### src/rtl/visstream.sv
// Ping-pong capture of a per-frame visibility stream, replayed as a back-pressured
// AXI4-Stream of {sext16(imag), sext16(real)} words; bad or overflowing frames are dropped.
module visstream #(
   parameter int WIDTH = 11,
   parameter int COUNT = 15
) (
   input  logic             clock,
   input  logic             reset,
   input  logic             vis_frame_i,
   input  logic             vis_valid_i,
   input  logic             vis_last_i,
   input  logic [WIDTH-1:0] vis_rdata_i,
   input  logic [WIDTH-1:0] vis_idata_i,
   output logic             m_tvalid,
   input  logic             m_tready,
   output logic             m_tlast,
   output logic [31:0]      m_tdata,
   output logic [7:0]       drops_o,
   output logic             err_o
);
   localparam int ABITS = $clog2(COUNT);
   localparam logic [ABITS-1:0] LAST_ADDR = (ABITS)'(COUNT - 1);
   localparam logic [ABITS:0]   END_ADDR  = (ABITS + 1)'(COUNT);

   typedef enum logic [1:0] {B_EMPTY, B_FILLING, B_FULL, B_READING} bank_e;
   typedef enum logic [1:0] {W_IDLE, W_FILL, W_DROP} wstate_e;
   typedef enum logic [1:0] {R_IDLE, R_PREF, R_SEND} rstate_e;

   function automatic logic [15:0] sext16(input logic [WIDTH-1:0] v);
      sext16 = 16'($signed(v));
   endfunction

   bank_e                bank_st_r [2];
   logic                 wbank_r, rbank_r;
   wstate_e              ws_r, ws_next_s;
   logic [ABITS-1:0]     waddr_r, waddr_next_s, wr_addr_s;
   logic                 wr_en_s, fill_start_s, fill_done_s, fill_abort_s, drop_s, wbank_free_s;
   rstate_e              rs_r, rs_next_s;
   logic [ABITS:0]       raddr_r;
   logic [ABITS-1:0]     rd_addr_s, out_idx_r, next_idx_s;
   logic                 rd_en_s, take_s, rel_s, load_s;
   logic [2*WIDTH-1:0]   mem_r [2][COUNT];
   logic [2*WIDTH-1:0]   rd_data_r;

   // A bank released by the final handshake is reusable by a frame starting the same cycle
   assign wbank_free_s = (bank_st_r[wbank_r] == B_EMPTY) || (rel_s && (rbank_r == wbank_r));

   // Write FSM next-state: accept, fill, or discard the incoming frame
   always_comb begin
      ws_next_s    = ws_r;
      waddr_next_s = waddr_r;
      wr_en_s      = 1'b0;
      wr_addr_s    = waddr_r;
      fill_start_s = 1'b0;
      fill_done_s  = 1'b0;
      fill_abort_s = 1'b0;
      drop_s       = 1'b0;
      case (ws_r)
         W_IDLE: begin
            if (vis_valid_i && vis_frame_i) begin
               if (wbank_free_s && !vis_last_i) begin
                  wr_en_s      = 1'b1;
                  wr_addr_s    = '0;
                  waddr_next_s = (ABITS)'(1);
                  fill_start_s = 1'b1;
                  ws_next_s    = W_FILL;
               end else begin
                  drop_s    = 1'b1;
                  ws_next_s = vis_last_i ? W_IDLE : W_DROP;
               end
            end else begin
               ws_next_s = W_IDLE;
            end
         end
         W_FILL: begin
            if (vis_valid_i) begin
               if (vis_frame_i) begin
                  fill_abort_s = 1'b1;
                  drop_s       = 1'b1;
                  ws_next_s    = vis_last_i ? W_IDLE : W_DROP;
               end else if (vis_last_i) begin
                  if (waddr_r == LAST_ADDR) begin
                     wr_en_s     = 1'b1;
                     fill_done_s = 1'b1;
                  end else begin
                     fill_abort_s = 1'b1;
                     drop_s       = 1'b1;
                  end
                  ws_next_s = W_IDLE;
               end else if (waddr_r == LAST_ADDR) begin
                  // Bank is full but no last: the frame is too long
                  fill_abort_s = 1'b1;
                  drop_s       = 1'b1;
                  ws_next_s    = W_DROP;
               end else begin
                  wr_en_s      = 1'b1;
                  waddr_next_s = waddr_r + (ABITS)'(1);
               end
            end else begin
               ws_next_s = W_FILL;
            end
         end
         W_DROP: begin
            if (vis_valid_i && vis_last_i) begin
               ws_next_s = W_IDLE;
            end else begin
               ws_next_s = W_DROP;
            end
         end
         default: ws_next_s = W_IDLE;
      endcase
   end

   // Write FSM state, fill address and drop accounting
   always_ff @(posedge clock) begin
      if (!reset) begin
         ws_r    <= W_IDLE;
         waddr_r <= '0;
         err_o   <= 1'b0;
         drops_o <= 8'd0;
      end else begin
         ws_r    <= ws_next_s;
         waddr_r <= waddr_next_s;
         err_o   <= drop_s;
         if (drop_s && (drops_o != 8'hFF)) begin
            drops_o <= drops_o + 8'd1;
         end
      end
   end

   // Bank ownership; write-side updates are ordered last so a same-cycle reuse wins
   always_ff @(posedge clock) begin
      if (!reset) begin
         bank_st_r[0] <= B_EMPTY;
         bank_st_r[1] <= B_EMPTY;
         wbank_r      <= 1'b0;
         rbank_r      <= 1'b0;
      end else begin
         if (take_s) bank_st_r[rbank_r] <= B_READING;
         if (rel_s) begin
            bank_st_r[rbank_r] <= B_EMPTY;
            rbank_r            <= ~rbank_r;
         end
         if (fill_start_s) bank_st_r[wbank_r] <= B_FILLING;
         if (fill_done_s) begin
            bank_st_r[wbank_r] <= B_FULL;
            wbank_r            <= ~wbank_r;
         end
         if (fill_abort_s) bank_st_r[wbank_r] <= B_EMPTY;
      end
   end

   // Storage write port and registered read port
   always_ff @(posedge clock) begin
      if (wr_en_s) mem_r[wbank_r][wr_addr_s] <= {vis_idata_i, vis_rdata_i};
      if (rd_en_s) rd_data_r <= mem_r[rbank_r][rd_addr_s];
   end

   // Read FSM next-state: start a bank, prefetch, then advance one word per handshake
   always_comb begin
      rs_next_s  = rs_r;
      take_s     = 1'b0;
      rel_s      = 1'b0;
      load_s     = 1'b0;
      rd_en_s    = 1'b0;
      rd_addr_s  = raddr_r[ABITS-1:0];
      next_idx_s = out_idx_r + (ABITS)'(1);
      case (rs_r)
         R_IDLE: begin
            if (bank_st_r[rbank_r] == B_FULL) begin
               take_s    = 1'b1;
               rd_en_s   = 1'b1;
               rd_addr_s = '0;
               rs_next_s = R_PREF;
            end else begin
               rs_next_s = R_IDLE;
            end
         end
         R_PREF: begin
            load_s     = 1'b1;
            next_idx_s = '0;
            rd_en_s    = (raddr_r < END_ADDR);
            rs_next_s  = R_SEND;
         end
         R_SEND: begin
            if (m_tvalid && m_tready) begin
               if (m_tlast) begin
                  rel_s     = 1'b1;
                  rs_next_s = R_IDLE;
               end else begin
                  load_s  = 1'b1;
                  rd_en_s = (raddr_r < END_ADDR);
               end
            end else begin
               rs_next_s = R_SEND;
            end
         end
         default: rs_next_s = R_IDLE;
      endcase
   end

   // Read FSM state, prefetch address and AXI-S output register
   always_ff @(posedge clock) begin
      if (!reset) begin
         rs_r      <= R_IDLE;
         raddr_r   <= '0;
         out_idx_r <= '0;
         m_tvalid  <= 1'b0;
         m_tlast   <= 1'b0;
         m_tdata   <= 32'd0;
      end else begin
         rs_r <= rs_next_s;
         if (rd_en_s) raddr_r <= {1'b0, rd_addr_s} + (ABITS + 1)'(1);
         if (load_s) begin
            m_tdata   <= {sext16(rd_data_r[2*WIDTH-1:WIDTH]), sext16(rd_data_r[WIDTH-1:0])};
            m_tvalid  <= 1'b1;
            m_tlast   <= (next_idx_s == LAST_ADDR);
            out_idx_r <= next_idx_s;
         end else if (rel_s) begin
            m_tvalid <= 1'b0;
            m_tlast  <= 1'b0;
         end
      end
   end
endmodule

### config.mk
export PLATFORM = sky130hd
export DESIGN_NAME = visstream
export DESIGN_NICKNAME = d
export VERILOG_FILES = /design/src/rtl/visstream.sv
export SDC_FILE = /design/constraint.sdc
export NUM_CORES = 1
export LEC_CHECK = 0
export CAP_MARGIN = 20
export CORE_ASPECT_RATIO = 0.9
export CORE_MARGIN = 1.5
export CORE_UTILIZATION = 40
export DETAILED_ROUTE_END_ITERATION = 8
export MAX_ROUTING_LAYER = met4
export PLACE_DENSITY = 0.6
export RECOVER_POWER = 50
export REMOVE_ABC_BUFFERS = 1
export SKIP_CTS_REPAIR_TIMING = 1
export SLEW_MARGIN = 20
export SYNTH_ARGS = -nofsm -noshare
export SYNTH_HDL_FRONTEND = slang
export SYNTH_SLANG_ARGS = --single-unit
### constraint.sdc
create_clock -name clock -period 5.1 [get_ports clock]
set_clock_uncertainty 0.2 [all_clocks]
set_input_delay 1.02 -clock clock [delete_from_list [all_inputs] [get_ports clock]]
set_output_delay 1.02 -clock clock [all_outputs]
set_load 0.01 [all_outputs]
==> qor.txt <==
Nets@finish: 1892
Root buffer cell: clkbuf_16
Post-Syn Area: 0.0293 mm²
Main combinational cell family by area after synthesis: multiplexers
Distinct cell type count after synthesis: 66
Worst IR drop on VDD: 0.222 mV
Switching share of total power: 0.231
FF-to-FF path depth: 8
Failing checks: max-capacitance violations, max-slew violations
Hold Crit Endpoint: m_tdata[25]
Post-DR wirelength/cell: 26.6 µm
Pleak: 10.3 nW
Final hold vios: 0
Pwr/cell area: 385 mW/mm²
Pre-CTS setup slack: 945 ps
Largest net degree at the start of global routing: 76
Asr flop ratio synth: 0
Synth Warn #: 0
CP Cell Sequence: dlygate4sd3_1 -> and4_1 -> a221oi_1 -> or2_0 -> nand2_1 -> nor2_2 -> buf_4
Worst-Skew Late Latency: 630 ps
DRC: 0
FF-to-FF setup slack: 1350 ps
WS Path Type: in -> reg
Layout cells sized above 1: 0.171
Hold_sp: m_tdata[25]
# clock sinks: 740
Xor/xnor share of the synthesized area: 0.00239
Grt ovf: 0
Slowest-stage cell, CP: a221oi_1
Die height: 260 µm
Sequential area share after synthesis: 0.741
Tot GR Track Use: 0.210
RSZ-0062 raised after global routing: false
Synth Instances: 1725
Flip-flop and latch count after synthesis: 740
Synth top area share: 0.704
Reg power frac: 0.523
Final worst slack: 1080 ps
Die area: 0.0748 mm²
Row cnt: 93
Post-synth EDFFs: 686
CP max stage delay: 730 ps
Top cell type by total area after synthesis: edfxtp_1
Post-DP HPWL: 45900 µm
# IOs: 71
Final ANT Viol Nets: 0
DR vias/cell: 5.73
Layout area overhead: 14.9%
Commonest cells after routing, fill and taps aside: edfxtp_1 (686), nand2_1 (137), mux2i_1 (93)
Fin Setup TNS: 0 ps
CP Data Arrival Time: 4100 ps
Crit-path max FO: 22
Antenna violations before repair: 1
Clock power share: 0.410
Cell internal pwr: 9.95 mW
Hold WS: 251 ps
DR iter-0 viols: 1955
Fill count: 6106
ANT cells: 0
Via count: 16400
Router iterations before antenna repair: 5
Hold Crit Class: reg -> reg
Critical Path RT: 5180 ps
Multi-input logic area: 0.00707 mm²
Port Buffers: 70
Critical R2R Launch: rs_r[0]
Top cells by area, synth: edfxtp_1 (70%), mux4_2 (6.4%), dfxtp_1 (3.7%), mux2i_1 (3.2%), nand2_1 (1.8%)
Die Wd: 288 µm
Initial Util: 0.406
Endpoints failing setup: 0
Most common cell after layout, fill and taps aside: edfxtp_1
Top FF cell, synth: edfxtp_1
Mux cell area share after synthesis: 0.112
Final Slew Violations: 702
Comb pwr share: 0.067
Number of global-route vias before repair: 16000
Period Utilization, post-route: 0.788
Register clock-pin slew on the reported worst setup and hold paths: 60 ps
Tightest Pin Transition: 2070 ps
CTS tree: built
Adder-cell share of the synthesized area: 0.00470
Switching power total: 2.99 mW
Worst setup SP type: primary input
Inserted Clock Buffers: 77
Reg-to-Reg End: mem_r[0][124]
Reg area: 0.0217 mm²
Global-route wire length before repair: 110000 µm
Maxcap violations: 23
H-tree levels: 3
RD Place Congestion: 0.893
Final min period: 4020 ps
WL final: 75900 µm
Compound-cell area share of the yosys netlist: 0.0633
WHS Path Cells: 2
Mean post-synth cell area: 17.0 µm²
Synth Area in Simple Gates: 0.0575
Longest Clk Path Bufs: 3
Slew margin rel.: -0.383
CORE AREA: 0.0720 mm²
Status: finished with violations
Fmax: 249 MHz
Critical Path Sink Type: flop
-- critical path, delay by kind of cell --
family	cells	cell delay, ps
and+or+nand+nor	4	1370
buffers and inverters	2	930
AOI/OAI and AO/OA	1	730
-- per-stage QoR --
stage,total power [mW],area [µm²],cells,utilization
after floorplan,7.27,28700,1619,-
after global placement,7.74,31400,2724,0.436
after detailed placement,7.75,31400,2724,0.436
after CTS,13.0,33700,2860,0.468
after global routing,13.3,33600,2860,0.467
final,12.9,33600,2860,0.467
-- Yosys cell counts, drive strengths merged (3+ instances only) --
cell type and n:
edfxtp 686, nand2 137, mux2i 93, nor2 86, mux4 83, a21oi 63
buf 58, o21ai 57, dfxtp 54, clkbuf 48, mux2 42, nor2b 30
o22ai 30, nor3 25, a211oi 24, and2 18, o211ai 17, a221oi 15
o32ai 13, nand2b 12, ha 11, inv 11, nand3 10, a2111oi 9
nand4 9, nor3b 9, o311ai 8, o41ai 8, a311oi 7, and3 6
o31a 6, xnor2 4, xor2 4, o21a 3, or4 3
-- sequential cells by signal (all words and copies together), names as in the netlist, 4 cells and up, named ones only --
signal,flops
bank_st_r,4
drops_o,8
m_tdata,22
mem_r,660
out_idx_r,4
raddr_r,5
rd_data_r,22
waddr_r,4
-- layout make-up --
cell class              count  area share
repair buffers            155      0.0379
inverters                  11     0.00123
flip-flops and latches    740       0.645
clock buffers              98      0.0605
clock inverters            38     0.00968
multi-input cells         868       0.210
well taps                 950      0.0354
-- metal layers --
layer / GRT usage / up-vias / part of all wire
met5: - / - / 0
met4: 0.0604 / 0 / 0.025
met3: 0.0657 / 104 / 0.10
met2: 0.294 / 766 / 0.43
met1: 0.292 / 8431 / 0.44
li1: - / 7090 / -
-- cells by family (layout without fill, tap and decap cells) --
| kind of cell | Yosys count | in the layout |
|---|---|---|
| AOI/OAI and AO/OA | 272 | 272 |
| and+or+nand+nor | 359 | 359 |
| buffers and inverters | 117 | 302 |
| DFF | 740 | 740 |
| muxes | 218 | 218 |
| xor gates and xnor gates | 8 | 8 |
| adders and majority gates | 11 | 11 |
-- power groups by stage --
stage | logic (mW) | clock network [mW] | registers [mW]
floorplan | 0.384 | 0 | 6.88
finish | 0.865 | 5.31 | 6.77
global route | 0.910 | 5.63 | 6.77
global placement | 0.856 | 0 | 6.89
detailed placement | 0.865 | 0 | 6.88
CTS | 0.868 | 5.41 | 6.76
-- worst max path at each step --
stage / from / endpoint / slack [ps] / cells after the start
after global routing: m_tready / mem_r[0][116] / 920 / 7
after global placement: vis_last_i / mem_r[1][95] / 1070 / 7
after detailed placement: vis_last_i / mem_r[1][69] / 940 / 7
after CTS: vis_last_i / mem_r[1][73] / 1610 / 7
after floorplan: flop / rd_data_r[0] / -6490 / 3
final: m_tready / mem_r[0][124] / 1080 / 7
(Power assumes the default switching activity.)
==> edit 1, RTL diff (same flow settings) <==
The 3 states of `rstate_e` get a one-hot encoding in 3 bits.
--- a/src/rtl/visstream.sv
+++ b/src/rtl/visstream.sv
@@ -25,5 +25,5 @@
    typedef enum logic [1:0] {B_EMPTY, B_FILLING, B_FULL, B_READING} bank_e;
    typedef enum logic [1:0] {W_IDLE, W_FILL, W_DROP} wstate_e;
-   typedef enum logic [1:0] {R_IDLE, R_PREF, R_SEND} rstate_e;
+   typedef enum logic [2:0] {R_IDLE = 3'b001, R_PREF = 3'b010, R_SEND = 3'b100} rstate_e;
 
    function automatic logic [15:0] sext16(input logic [WIDTH-1:0] v);
Behaviour: same outputs for any inputs over 4 cycles, from zero or initial values and one cycle with reset low; so few cycles prove little.
==> edit 1 against the unedited design <==
- the run still ends with capacitance limit, slew limit left
- cell area grew 3.3%
- total power grew 2.2%
- fmax shrank 8.7%
- sequential cell count grew 1
- global-route usage grew 1.4 points
- routed wire length grew 11%
- worst setup slack lost 0.38 ns
- synthesized area grew 3.7%
- count of clock-buffer cells in the layout shrank 6
- critical path type is now reg -> reg
- largest cell class unchanged
==> edit 1: results (changes against the unedited design) <==
\begin{tabular}{lr}
\hline
Metric & Value \\
\hline
\multicolumn{2}{l}{\textbf{Min path}} \\
\quad Endpoint with the worst hold slack & m\_tdata[24] \\
\multicolumn{2}{l}{\textbf{Setup path}} \\
\quad Cell family with the largest share of critical-path delay & compound AO/OA/AOI/OAI gates \\
\quad Largest stage delay on the critical path & 1.19 ns (+0.46 ns) \\
\quad R2R cell count & 5 (-3) \\
\quad Largest driver fanout on the critical path & 34 (+55\%) \\
\quad Arrival time worst endpoint & 4.58 ns (+0.48 ns) \\
\quad Critical path class & reg -> reg \\
\quad Reg-to-reg endpoint & rd\_data\_r[13] \\
\multicolumn{2}{l}{\textbf{Global route}} \\
\quad Maximum number of pins on one net before global-route repair & 99 (+30\%) \\
\quad Vias in the first global route & 18,100 (+13\%) \\
\quad Wire length of the first global-routing pass & 123,000 um (+12\%) \\
\quad Total global-route track usage & 0.223 (+0.0139) \\
\quad Number of antenna violations at the first check in global routing & 6 (+5) \\
\multicolumn{2}{l}{\textbf{Pwr}} \\
\quad Leakage dissipation & 10.7 nW (+4.0\%) \\
\multicolumn{2}{l}{\textbf{Synth}} \\
\quad Distinct cells, synth & 77 (+17\%) \\
\quad Post-Synthesis Cells & 1,981 (+15\%) \\
\multicolumn{2}{l}{\textbf{STA}} \\
\quad Final hold slack & 0.250 ns (-0.00127 ns) \\
\quad Max-slew violation count & 741 (+5.6\%) \\
\quad Tcrit/Tclk final & 0.863 (+0.0750) \\
\quad Slew at the pin closest to its max-slew limit & 2.28 ns (+0.203 ns) \\
\multicolumn{2}{l}{\textbf{Placement}} \\
\quad DP Area & 32,400 um\^{}2 (+3.1\%) \\
\quad Hpwl dp & 51,000 um (+11\%) \\
\quad Placed cell count & 2,954 (+8.4\%) \\
\quad Worst slack after detailed placement & 0.663 ns (-0.282 ns) \\
\multicolumn{2}{l}{\textbf{Cells and area}} \\
\quad Layout cell share with drive strength beyond 1 & 0.157 (-0.0144) \\
\quad Number of fillers in the final layout & 6,472 (+6.0\%) \\
\quad Total Nets Final & 2,096 (+11\%) \\
\multicolumn{2}{l}{\textbf{CTS}} \\
\quad Number of buffers created by CTS & 75 (-2.6\%) \\
\quad Maximum level of the CTS H-tree & 3 (unchanged) \\
\multicolumn{2}{l}{\textbf{Outcome}} \\
\quad Outcome & complete, but fails checks \\
\quad Failing checks & capacitance limit, slew limit \\
\multicolumn{2}{l}{\textbf{Routing}} \\
\quad First-pass DRT Iterations & 7 (+2) \\
\quad Total vias in the final route & 18,600 (+14\%) \\
\quad 1st-iter DRT viols & 2,279 (+17\%) \\
\quad Via density & 6.01 (+4.9\%) \\
\multicolumn{2}{l}{\textbf{Flow run}} \\
\quad Number of max-capacitance violations reported & 24 (+4.3\%) \\
\hline
\end{tabular}
-- edit 1: changes by cell type in the layout (fill, tap and decap cells not counted), sizes merged, moves of 36 or more --
cell / unedited run / this run
a31oi: 0 / 47
o211ai: 17 / 64
nor2: 86 / 126
nand2: 137 / 176
mux4: 83 / 45
a2111oi: 9 / 45
-- edit 1: tightest hold or removal path: stages (launching register included) --
cell and delay [ns]:
sky130_fd_sc_hd__dfxtp_1 0.30, sky130_fd_sc_hd__nand2_1 0.05, sky130_fd_sc_hd__a21oi_1 0.05
-- edit 1: layout make-up --
cell class              count  area share
clock inverters            47      0.0123
flip-flops and latches    741       0.625
well taps                 970      0.0349
repair buffers            158      0.0371
inverters                  13     0.00140
diodes                      4    0.000288
clock buffers              92      0.0576
multi-input cells        1072       0.231
-- edit 1: cell families (layout without fill, tap and decap cells) --
| group | after synthesis | count (layout) | synth area share |
|---|---|---|---|
| flip-flops | 741 | 741 | 0.715 |
| AND/OR/NAND/NOR | 421 | 421 | 0.0628 |
| AO/OA/AOI/OAI | 436 | 436 | 0.106 |
| adder cells (fa/ha/maj) | 7 | 7 | 0.00288 |
| other | 0 | 4 | 0 |
| buffers and inverters | 168 | 310 | 0.0247 |
| XOR/XNOR | 9 | 9 | 0.00260 |
| multiplexers | 199 | 199 | 0.0860 |
-- edit 1: where the power goes --
group / total [W] / internal [W] / switching (W)
Combinational: 0.000982 / 0.000255 / 0.000727
Sequential: 0.00677 / 0.00670 / 0.0000677
Clock: 0.00547 / 0.00316 / 0.00231
Total: 0.0132 / 0.0101 / 0.00311
-- edit 1: metal layers --
layer	global-route usage	wire length, um	up-vias
met5	-	0	-
met4	0.0797	3100	0
met3	0.0721	9250	149
met2	0.295	35300	939
met1	0.320	37000	9448
li1	-	-	8080
==> edit 2, RTL diff (same flow settings) <==
Without the edit above. Change the parameter `WIDTH` from 11 to 22.
--- a/src/rtl/visstream.sv
+++ b/src/rtl/visstream.sv
@@ -2,5 +2,5 @@
 // AXI4-Stream of {sext16(imag), sext16(real)} words; bad or overflowing frames are dropped.
 module visstream #(
-   parameter int WIDTH = 11,
+   parameter int WIDTH = 22,
    parameter int COUNT = 15
 ) (
Ports: changed (resized vis_idata_i and vis_rdata_i); port bits go from 71 to 93. No check against the original RTL was run, so the function may have changed too.
==> edit 2 against the unedited design <==
- the run still ends with capacitance limit, slew limit left
- first-iteration DRC count fell by 0.41%
- count of clock-buffer cells in the layout rose by 49
- synthesized cell count rose by 35%
- global-route usage shrank 1.2 points
- combinational power increased by 65%
- worst setup slack worse by 0.21 ns
- utilization rose by 0.12 points
- routed wire length grew 33%
- sequential cell count is 320 higher
- cell area increased by 42%
- synthesized area rose by 41%
- total power rose by 47%
- largest power group unchanged
==> edit 2: results (changes against the unedited design) <==
\begin{tabular}{lr}
\hline
Metric & Value \\
\hline
\multicolumn{2}{l}{\textbf{Pwr}} \\
\quad Register share of total power & 0.511 (-0.012) \\
\quad Power dissipated in combinational cells & 0.00143 W (+65\%) \\
\quad Internal Pwr Total & 0.0147 W (+48\%) \\
\quad Leakage dissipation & 14.4 nW (+40\%) \\
\multicolumn{2}{l}{\textbf{Cells and area}} \\
\quad Top Registers & mem\_r (960), m\_tdata (32), rd\_data\_r (32) \\
\multicolumn{2}{l}{\textbf{Placement}} \\
\quad DP Area & 44,200 um\^{}2 (+41\%) \\
\quad Worst slack after detailed placement & 0.293 ns (-0.652 ns) \\
\quad Hpwl dp & 57,400 um (+25\%) \\
\quad Total of buffers placed on input and output ports & 80 (+14\%) \\
\multicolumn{2}{l}{\textbf{Global route}} \\
\quad Maximum number of pins on one net before global-route repair & 120 (+58\%) \\
\quad Total global-route track usage & 0.198 (-0.0117) \\
\multicolumn{2}{l}{\textbf{Setup path}} \\
\quad Arrival time worst endpoint & 4.40 ns (+0.30 ns) \\
\quad Register-to-Register Setup Slack & 0.87 ns (-0.48 ns) \\
\quad Largest driver fanout on the critical path & 17 (-23\%) \\
\multicolumn{2}{l}{\textbf{Synth}} \\
\quad Syn\_area\_per\_cell & 17.7 um\^{}2 (+4.4\%) \\
\quad Area contributors post-synth & sky130\_fd\_sc\_hd\_\_edfxtp\_1 (73\%), sky130\_fd\_sc\_hd\_\_mux4\_2 (5.1\%), sky130\_fd\_sc\_hd\_\_mux2i\_1 (4.8\%) \\
\quad List of most frequent post-synthesis cells & sky130\_fd\_sc\_hd\_\_edfxtp\_1 (996), sky130\_fd\_sc\_hd\_\_mux2i\_1 (198), sky130\_fd\_sc\_hd\_\_nand2\_1 (138), sky130\_fd\_sc\_hd\_\_nor2\_1 (112), sky130\_fd\_sc\_hd\_\_mux4\_2 (94) \\
\multicolumn{2}{l}{\textbf{Min path}} \\
\quad Endpoint with the worst hold slack & m\_tdata[12] \\
\quad Worst hold path startpoint & m\_tdata[12] \\
\multicolumn{2}{l}{\textbf{CTS}} \\
\quad Clock latency reported for the late side of the worst-skew pair & 0.69 ns (+0.06 ns) \\
\quad Number of buffers created by CTS & 109 (+42\%) \\
\multicolumn{2}{l}{\textbf{Outcome}} \\
\quad Outcome & complete, but fails checks \\
\quad Failing checks & capacitance limit, slew limit \\
\multicolumn{2}{l}{\textbf{STA}} \\
\quad Max-slew violation count & 35 (-95\%) \\
\multicolumn{2}{l}{\textbf{Routing}} \\
\quad First-pass DRT Iterations & 6 (+1) \\
\quad 1st-iter DRT viols & 1,947 (-0.41\%) \\
\quad Per-cell routed wire length & 25.7 um (-3.0\%) \\
\multicolumn{2}{l}{\textbf{Flow run}} \\
\quad Number of max-capacitance violations reported & 1 (-96\%) \\
\hline
\end{tabular}
[edit 2: cell types whose count changed after synthesis, moves of 25 or more]
| cell | delta |
|---|---|
| sky130_fd_sc_hd__mux2_2 | +58 |
| sky130_fd_sc_hd__nor2_1 | +27 |
| sky130_fd_sc_hd__o22ai_1 | +52 |
| sky130_fd_sc_hd__o21ai_0 | +52 |
| sky130_fd_sc_hd__o221ai_1 | +43 |
| sky130_fd_sc_hd__edfxtp_1 | +310 |
| sky130_fd_sc_hd__clkbuf_1 | +25 |
| sky130_fd_sc_hd__mux2i_1 | +105 |
[edit 2: cell families after synthesis]
kind of cell,share of synthesized area
AOI/OAI and AO/OA,0.0590
xor gates and xnor gates,0.00255
adders and majority gates,0.00334
buffers and inverters,0.0163
DFF,0.758
muxes,0.124
and+or+nand+nor,0.0373
[edit 2: metal layers]
metal	track usage	share of wire	up-vias	wire length, um
met1	0.275	0.44	11500	44800
met3	0.0288	0.061	132	6130
met2	0.309	0.48	752	47900
li1	-	-	9635	-
met5	-	0	-	0
met4	0.0462	0.019	0	1940
[edit 2: how the worst max path moves through the flow]
stage | from | end | slack [ns] | cells past startpoint
after floorplan | flip-flop | raddr_r[1] | -11.00 | 5
after global placement | vis_last_i | mem_r[1][51] | 0.37 | 7
after detailed placement | vis_last_i | mem_r[1][51] | 0.29 | 7
after CTS | flip-flop | rd_data_r[10] | 0.96 | 10
after global routing | m_tready | mem_r[1][80] | 0.63 | 7
final | m_tready | mem_r[1][80] | 0.86 | 7
[edit 2: critical path, cell delays in order]
cell	delay, ns
sky130_fd_sc_hd__dlygate4sd3_1	0.62
sky130_fd_sc_hd__and4_1	0.28
sky130_fd_sc_hd__a221oi_1	0.72
sky130_fd_sc_hd__nor2_1	0.34
sky130_fd_sc_hd__or3_1	0.45
sky130_fd_sc_hd__nor2_4	0.66
sky130_fd_sc_hd__buf_12	0.28
[edit 2: layout make-up]
cell class / instances / area share
flip-flops and latches: 1060 / 0.654
multi-input cells: 1118 / 0.201
clock buffers: 147 / 0.0640
well taps: 1356 / 0.0356
repair buffers: 161 / 0.0330
clock inverters: 59 / 0.0118
inverters: 14 / 0.00110
diodes: 1 / 0.0000524
[edit 2: stage by stage]
step | setup TNS (ns) | std cells | power [W] | hold slack [ns] | utilization
6_report | 0 | 3916 | 0.0191 | 0.252 | 0.468
5_1_grt | 0 | 3915 | 0.0197 | 0.270 | 0.468
4_1_cts | 0 | 3915 | 0.0192 | 0.258 | 0.469
3_5_place_dp | 0 | 3709 | 0.0114 | 0.250 | 0.434
3_3_place_gp | 0 | 3709 | 0.0114 | 0.250 | 0.434
2_1_floorplan | -832.29 | 2192 | 0.0106 | 0.248 | -
